$ cat src/rtl/mips_inst_encoder.sv
// mips_inst_encoder: turns symbolic MIPS instruction requests into 32-bit
// words and streams them, with byte addresses, into instruction memory.
// Optional build macro MIPS_ENC_CHECKSUM_EN adds a running XOR checksum
// of every word accepted on the output side.
module mips_inst_encoder #(
    parameter int ADDR_W = 32,
    parameter int CNT_W  = 16
) (
    input  logic              clk,
    input  logic              rst_n,
    input  logic              start,
    input  logic [ADDR_W-1:0] base_addr,
    input  logic [CNT_W-1:0]  length,
    input  logic              in_valid,
    output logic              in_ready,
    input  logic [4:0]        op_sel,
    input  logic [4:0]        rs,
    input  logic [4:0]        rt,
    input  logic [4:0]        rd,
    input  logic [4:0]        shamt,
    input  logic [15:0]       imm,
    input  logic [25:0]       target,
    output logic              out_valid,
    input  logic              out_ready,
    output logic [ADDR_W-1:0] out_addr,
    output logic [31:0]       out_word,
    output logic              busy,
    output logic              done,
    output logic              fmt_err
`ifdef MIPS_ENC_CHECKSUM_EN
    ,
    output logic [31:0]       checksum
`endif
);

    typedef enum logic [1:0] {S_IDLE, S_RUN, S_FLUSH, S_DONE} encState_e;

    typedef enum logic [4:0] {
        OP_ADD, OP_ADDU, OP_SUB, OP_SUBU, OP_AND, OP_OR, OP_XOR, OP_NOR,
        OP_SLL, OP_SRL, OP_SRA, OP_SLT, OP_SLTU, OP_JR, OP_JALR, OP_LW,
        OP_SW, OP_LUI, OP_ADDI, OP_ADDIU, OP_ANDI, OP_SLTI, OP_SLTIU, OP_ORI,
        OP_BEQ, OP_BNE, OP_BLEZ, OP_BGTZ, OP_BLTZ, OP_J, OP_JAL, OP_NOP
    } mnem_e;

    encState_e         state;
    encState_e         stateNext;
    logic [ADDR_W-1:0] addr;
    logic [CNT_W-1:0]  remaining;
    logic              startAcc;
    logic              xfer;
    logic              drain;

    logic        fmtR, fmtI, fmtJ;
    logic        zeroRs, zeroRt, zeroRd, keepShamt;
    logic [5:0]  funct, opcode;
    logic [4:0]  rsEff, rtEff, rdEff, shamtEff;
    logic [31:0] encWord;
    logic        encErr;

    assign startAcc = (state == S_IDLE) && start;
    assign in_ready = (state == S_RUN) && (remaining != '0) && (!out_valid || out_ready);
    assign xfer     = in_valid && in_ready;
    assign drain    = out_valid && out_ready;
    assign busy     = (state != S_IDLE);
    assign done     = (state == S_DONE);

    // Decode the mnemonic into format, code and forced-zero fields, then build the word.
    always_comb begin
        fmtR      = 1'b0;
        fmtI      = 1'b0;
        fmtJ      = 1'b0;
        zeroRs    = 1'b0;
        zeroRt    = 1'b0;
        zeroRd    = 1'b0;
        keepShamt = 1'b0;
        funct     = '0;
        opcode    = '0;
        case (op_sel)
            OP_ADD:   begin fmtR = 1'b1; funct = 6'h20; end
            OP_ADDU:  begin fmtR = 1'b1; funct = 6'h21; end
            OP_SUB:   begin fmtR = 1'b1; funct = 6'h22; end
            OP_SUBU:  begin fmtR = 1'b1; funct = 6'h23; end
            OP_AND:   begin fmtR = 1'b1; funct = 6'h24; end
            OP_OR:    begin fmtR = 1'b1; funct = 6'h25; end
            OP_XOR:   begin fmtR = 1'b1; funct = 6'h26; end
            OP_NOR:   begin fmtR = 1'b1; funct = 6'h27; end
            OP_SLL:   begin fmtR = 1'b1; funct = 6'h00; zeroRs = 1'b1; keepShamt = 1'b1; end
            OP_SRL:   begin fmtR = 1'b1; funct = 6'h02; zeroRs = 1'b1; keepShamt = 1'b1; end
            OP_SRA:   begin fmtR = 1'b1; funct = 6'h03; zeroRs = 1'b1; keepShamt = 1'b1; end
            OP_SLT:   begin fmtR = 1'b1; funct = 6'h2a; end
            OP_SLTU:  begin fmtR = 1'b1; funct = 6'h2b; end
            OP_JR:    begin fmtR = 1'b1; funct = 6'h08; zeroRt = 1'b1; zeroRd = 1'b1; end
            OP_JALR:  begin fmtR = 1'b1; funct = 6'h09; zeroRt = 1'b1; end
            OP_LW:    begin fmtI = 1'b1; opcode = 6'h23; end
            OP_SW:    begin fmtI = 1'b1; opcode = 6'h2b; end
            OP_LUI:   begin fmtI = 1'b1; opcode = 6'h0f; zeroRs = 1'b1; end
            OP_ADDI:  begin fmtI = 1'b1; opcode = 6'h08; end
            OP_ADDIU: begin fmtI = 1'b1; opcode = 6'h09; end
            OP_ANDI:  begin fmtI = 1'b1; opcode = 6'h0c; end
            OP_SLTI:  begin fmtI = 1'b1; opcode = 6'h0a; end
            OP_SLTIU: begin fmtI = 1'b1; opcode = 6'h0b; end
            OP_ORI:   begin fmtI = 1'b1; opcode = 6'h0d; end
            OP_BEQ:   begin fmtI = 1'b1; opcode = 6'h04; end
            OP_BNE:   begin fmtI = 1'b1; opcode = 6'h05; end
            OP_BLEZ:  begin fmtI = 1'b1; opcode = 6'h06; zeroRt = 1'b1; end
            OP_BGTZ:  begin fmtI = 1'b1; opcode = 6'h07; zeroRt = 1'b1; end
            OP_BLTZ:  begin fmtI = 1'b1; opcode = 6'h01; zeroRt = 1'b1; end
            OP_J:     begin fmtJ = 1'b1; opcode = 6'h02; end
            OP_JAL:   begin fmtJ = 1'b1; opcode = 6'h03; end
            default:  ;
        endcase

        rsEff    = zeroRs ? '0 : rs;
        rtEff    = zeroRt ? '0 : rt;
        rdEff    = zeroRd ? '0 : rd;
        shamtEff = keepShamt ? shamt : '0;
        encWord  = '0;
        encErr   = 1'b0;
        if (fmtR) begin
            encWord = {6'h00, rsEff, rtEff, rdEff, shamtEff, funct};
            encErr  = (zeroRs && rs != '0) || (zeroRt && rt != '0) ||
                      (zeroRd && rd != '0) || (!keepShamt && shamt != '0);
        end else if (fmtI) begin
            encWord = {opcode, rsEff, rtEff, imm};
            encErr  = (zeroRs && rs != '0) || (zeroRt && rt != '0);
        end else if (fmtJ) begin
            encWord = {opcode, target};
        end
    end

    // Burst sequencing: IDLE -> RUN -> FLUSH -> DONE -> IDLE.
    always_comb begin
        stateNext = state;
        case (state)
            S_IDLE:  if (start) stateNext = (length == '0) ? S_DONE : S_RUN;
            S_RUN:   if (xfer && remaining == CNT_W'(1)) stateNext = S_FLUSH;
            S_FLUSH: if (drain) stateNext = S_DONE;
            S_DONE:  stateNext = S_IDLE;
            default: stateNext = S_IDLE;
        endcase
    end

    // State register.
    always_ff @(posedge clk or negedge rst_n) begin
        if (!rst_n) state <= S_IDLE;
        else        state <= stateNext;
    end

    // Address/count tracking, one-word output register and sticky format error.
    always_ff @(posedge clk or negedge rst_n) begin
        if (!rst_n) begin
            addr      <= '0;
            remaining <= '0;
            out_valid <= 1'b0;
            out_addr  <= '0;
            out_word  <= '0;
            fmt_err   <= 1'b0;
        end else begin
            if (startAcc) begin
                addr      <= base_addr & ~ADDR_W'(3);
                remaining <= length;
                fmt_err   <= 1'b0;
            end
            if (xfer) begin
                out_word  <= encWord;
                out_addr  <= addr;
                out_valid <= 1'b1;
                addr      <= addr + ADDR_W'(4);
                remaining <= remaining - CNT_W'(1);
                if (encErr) fmt_err <= 1'b1;
            end else if (drain) begin
                out_valid <= 1'b0;
            end
        end
    end

`ifdef MIPS_ENC_CHECKSUM_EN
    // Running XOR of accepted output words; holds after done until the next start.
    always_ff @(posedge clk or negedge rst_n) begin
        if (!rst_n)        checksum <= '0;
        else if (startAcc) checksum <= '0;
        else if (drain)    checksum <= checksum ^ out_word;
    end
`endif

endmodule
$ cat config.mk
export PLATFORM = sky130hd
export DESIGN_NAME = mips_inst_encoder
export DESIGN_NICKNAME = d
export VERILOG_FILES = /design/src/rtl/mips_inst_encoder.sv
export SDC_FILE = /design/constraint.sdc
export NUM_CORES = 1
export LEC_CHECK = 0
export CORE_MARGIN = 1
export CORE_UTILIZATION = 57
export DETAILED_ROUTE_END_ITERATION = 10
export DONT_BUFFER_PORTS = 1
export GPL_TIMING_DRIVEN = 0
export PLACE_DENSITY_LB_ADDON = 0.1
export SLEW_MARGIN = 20
export SYNTH_ARGS = -nofsm -noshare
export SYNTH_HDL_FRONTEND = slang
export SYNTH_SLANG_ARGS = --single-unit
$ cat constraint.sdc
create_clock -name clk -period 2.52 [get_ports clk]
set_input_delay 0.756 -clock clk [delete_from_list [all_inputs] [get_ports clk]]
set_output_delay 0.756 -clock clk [all_outputs]
set_load 0.1 [all_outputs]
==> flow_metrics.tcl <==
set metrics [dict create \
    outcome "finished with violations" \
    violations "negative setup slack" \
    design.die.area_mm2 0.01113 \
    root_buffer "clkbuf_8" \
    grt_pass1_vias 5824 \
    vias 5787 \
    ys_seq_elements 111 \
    grt_pass1_wl_um 29930 \
    nets 857 \
    slew_violations 0 \
    wl_per_cell_um 22.19 \
    crit_type "reg -> out" \
    start_util_pct 58.89 \
    crit_path_max_incr_delay_ps 440 \
    multiInputGateArea_mm2 0.003161 \
    grt_max_degree 112 \
    antenna_left 0 \
    viasPerCell 6.652 \
    hold_viol 0 \
    drc_errors 0 \
    fp.dieW_um 105.5 \
    ys.flop_type "dfrtp_1" \
    clk_pin_slew_ps 110 \
    start_kind "flop" \
    grt_setup_unrepaired "true" \
    stdcell_count 870 \
    worst_ep_arrival_time_ps 1780 \
    syn_inst 710 \
    io_buffers 0 \
    synthTopCellsByArea "dfrtp_1 (45%), nand2_1 (8.5%), nor2_1 (3.9%)" \
    grt_usage_pct 35.19 \
    totalWireLength_um 19310 \
    overflow 0 \
    cts_tree "done" \
    drive_above_1_share_pct 12.40 \
    dpl.cell_count 848 \
    r2r_end "state[0]" \
    area.growth.synth_to_final_pct 9.875 \
    dr.first_iter.drc_count 443 \
    clockBufferDepth 2 \
    dp_hpwl_um 13880 \
    required_ps 1760 \
    fmax_mhz 393.7 \
    rrSetupSlack_ps 60 \
    worst_pin_slew_ps 966.6 \
    fin_crit_ps 2540 \
    endpoint_kind "primary output" \
    syn_area_mm2 0.006107 \
    clk_latency_ps 390 \
    final-seq-area_mm2 0.002783 \
    critPathLaunch "remaining[11]" \
    netlist.top_cell.by_area "dfrtp_1" \
    synth_top_area_share_pct 45.48 \
    synth_warnings 0 \
    cts_hold_buffers 0 \
    antenna_found_initial 0 \
    n_fill_cell 906 \
    synth.distinct_cells 54 \
    setup_ws_ps -20.32 \
    coreArea_mm2 0.01037 \
    worst-r2r-cell-count 6 \
    synth_edf_count 0 \
    worstPathCellList "nor4_4, nand4_1, buf_6, and3_4" \
    async_flop_share_pct 100.0 \
    maxSlewHeadroom_pct 35.56 \
    hold_class "in -> async" \
    crit_slowest_cell "dfrtp_1" \
    fp-row-count 37 \
    die_h_um 105.5 \
    synth-seq-area-share_pct 45.48 \
    htreeDepth 3 \
    critPathCapture "in_ready" \
    finalSetupViolations 1 \
    gp_congestion 0.9374 \
    utilization_pct 64.71 \
    diodes 0 \
    cts_made_buffers 9 \
    finalCritPeriodShare_pct 100.8 \
    first_pass_iters 5 \
    num_io_pins 189 \
    avgSynthCellArea_um2 8.602 \
    maxCapViolations 0 \
    cts.sinks 111 \
    crit_fanout 4 \
    finClkSkew_ps 15.53 \
    r2r_start "remaining[3]" \
]
## worst max-delay path: cells and delay by family (launching register included)
family / cells / cell delay (ps)
simple gates: 3 / 800
flops: 1 / 440
buf+inv: 1 / 160
## registers in the layout, indices dropped and copies added (netlist names)
register,count
addr,30
remaining,16
out_word,31
fmt_err,1
state,2
out_valid,1
out_addr,30
## cell usage after synthesis (all sizes together) (3+ instances only)
master and number:
o211ai 3, or3 6, a21oi 41, nor2b 5, a222oi 5, a311oi 11
a211oi 9, buf 6, o221a 17, o21ai 40, a21o 4, nand2 139
and4 7, o22ai 13, o21a 3, nor4b 3, and3 14, ha 8
a221oi 13, a31oi 6, nand4 12, nand2b 4, mux2i 9, nor3 15
dfrtp 111, nand3 20, clkbuf 46, inv 19, nor4 12, a221o 10
or4 6, and2 8, nor2 63
## through the flow
step                      worst slack [ps]  cell area, µm²  hold slack (ps)  setup TNS [ps]
after global routing                -86.95            6710            34.64          -139.7
after floorplan                      20.07            6116            453.9               0
after detailed placement            -696.0            6291            462.9          -47410
after global placement              -645.7            6286            462.9          -42980
final                               -20.32            6710            48.71          -20.32
after CTS                            10.02            6660            36.26               0
## cell type report
cell class                 instances  area share [%]
timing repair buffer               9           1.063
clock inverter                     5          0.9883
tap                              136           2.536
clock buffer                      11           2.107
sequential                       111           41.47
multi-input combinational        530           47.10
inverter                          19           1.119
buffer                            49           3.617
## what timing repair did
item                                    in CTS  in global routing
pin swaps                                    3                  0
resized for setup                           36                 26
setup buffers                                8                  1
endpoints found under the setup margin     112                 97
## layout by cell type (no fill, tap or decap), types with 5 or more instances in the layout
cell,n
nand2_1,139
dfrtp_1,109
nor2_1,63
a21oi_1,40
o21ai_0,39
clkbuf_1,21
clkbuf_2,19
nand3_1,19
o221a_2,17
inv_1,16
o22ai_1,13
a221oi_1,13
nor3_1,12
nand4_1,12
and3_1,12
a311oi_1,11
buf_4,11
a221o_1,10
nor4_1,10
clkbuf_8,10
mux2i_1,9
a211oi_1,9
and2_1,7
and4_1,7
ha_1,7
a31oi_1,6
or3_1,6
a222oi_1,5
or4_1,5
nor2b_1,5
## cell families after synthesis
group                    count (synthesis)  synth area share [%]
multiplexers                             9                 1.475
XOR/XNOR                                 1                0.1434
AO/OA/AOI/OAI                          190                 22.13
buffers and inverters                   71                 4.671
AND/OR/NAND/NOR                        319                 24.40
other                                    1               0.06140
adder cells (fa/ha/maj)                  8                 1.639
flip-flops                             111                 45.48
## routing by layer
metal / track usage (%) / wire, µm
met2: 58.13 / 9286
met5: 0 / 0
met4: 17.76 / 583
met1: 43.93 / 7570
met3: 7.174 / 1863
## worst min path at each step
stage | startpoint | slack, ps | end
2_1_floorplan | addr[13] | 450 | out_addr[13]
3_3_place_gp | rst_n | 460 | state[1]
3_5_place_dp | rst_n | 460 | state[1]
4_1_cts | rst_n | 40 | out_word[20]
5_1_grt | rst_n | 30 | addr[28]
6_report | rst_n | 50 | out_addr[20]
Power is left out: the tool's default activity adds up to more than one toggle a clock period on the data nets, which glitch-free logic cannot reach.
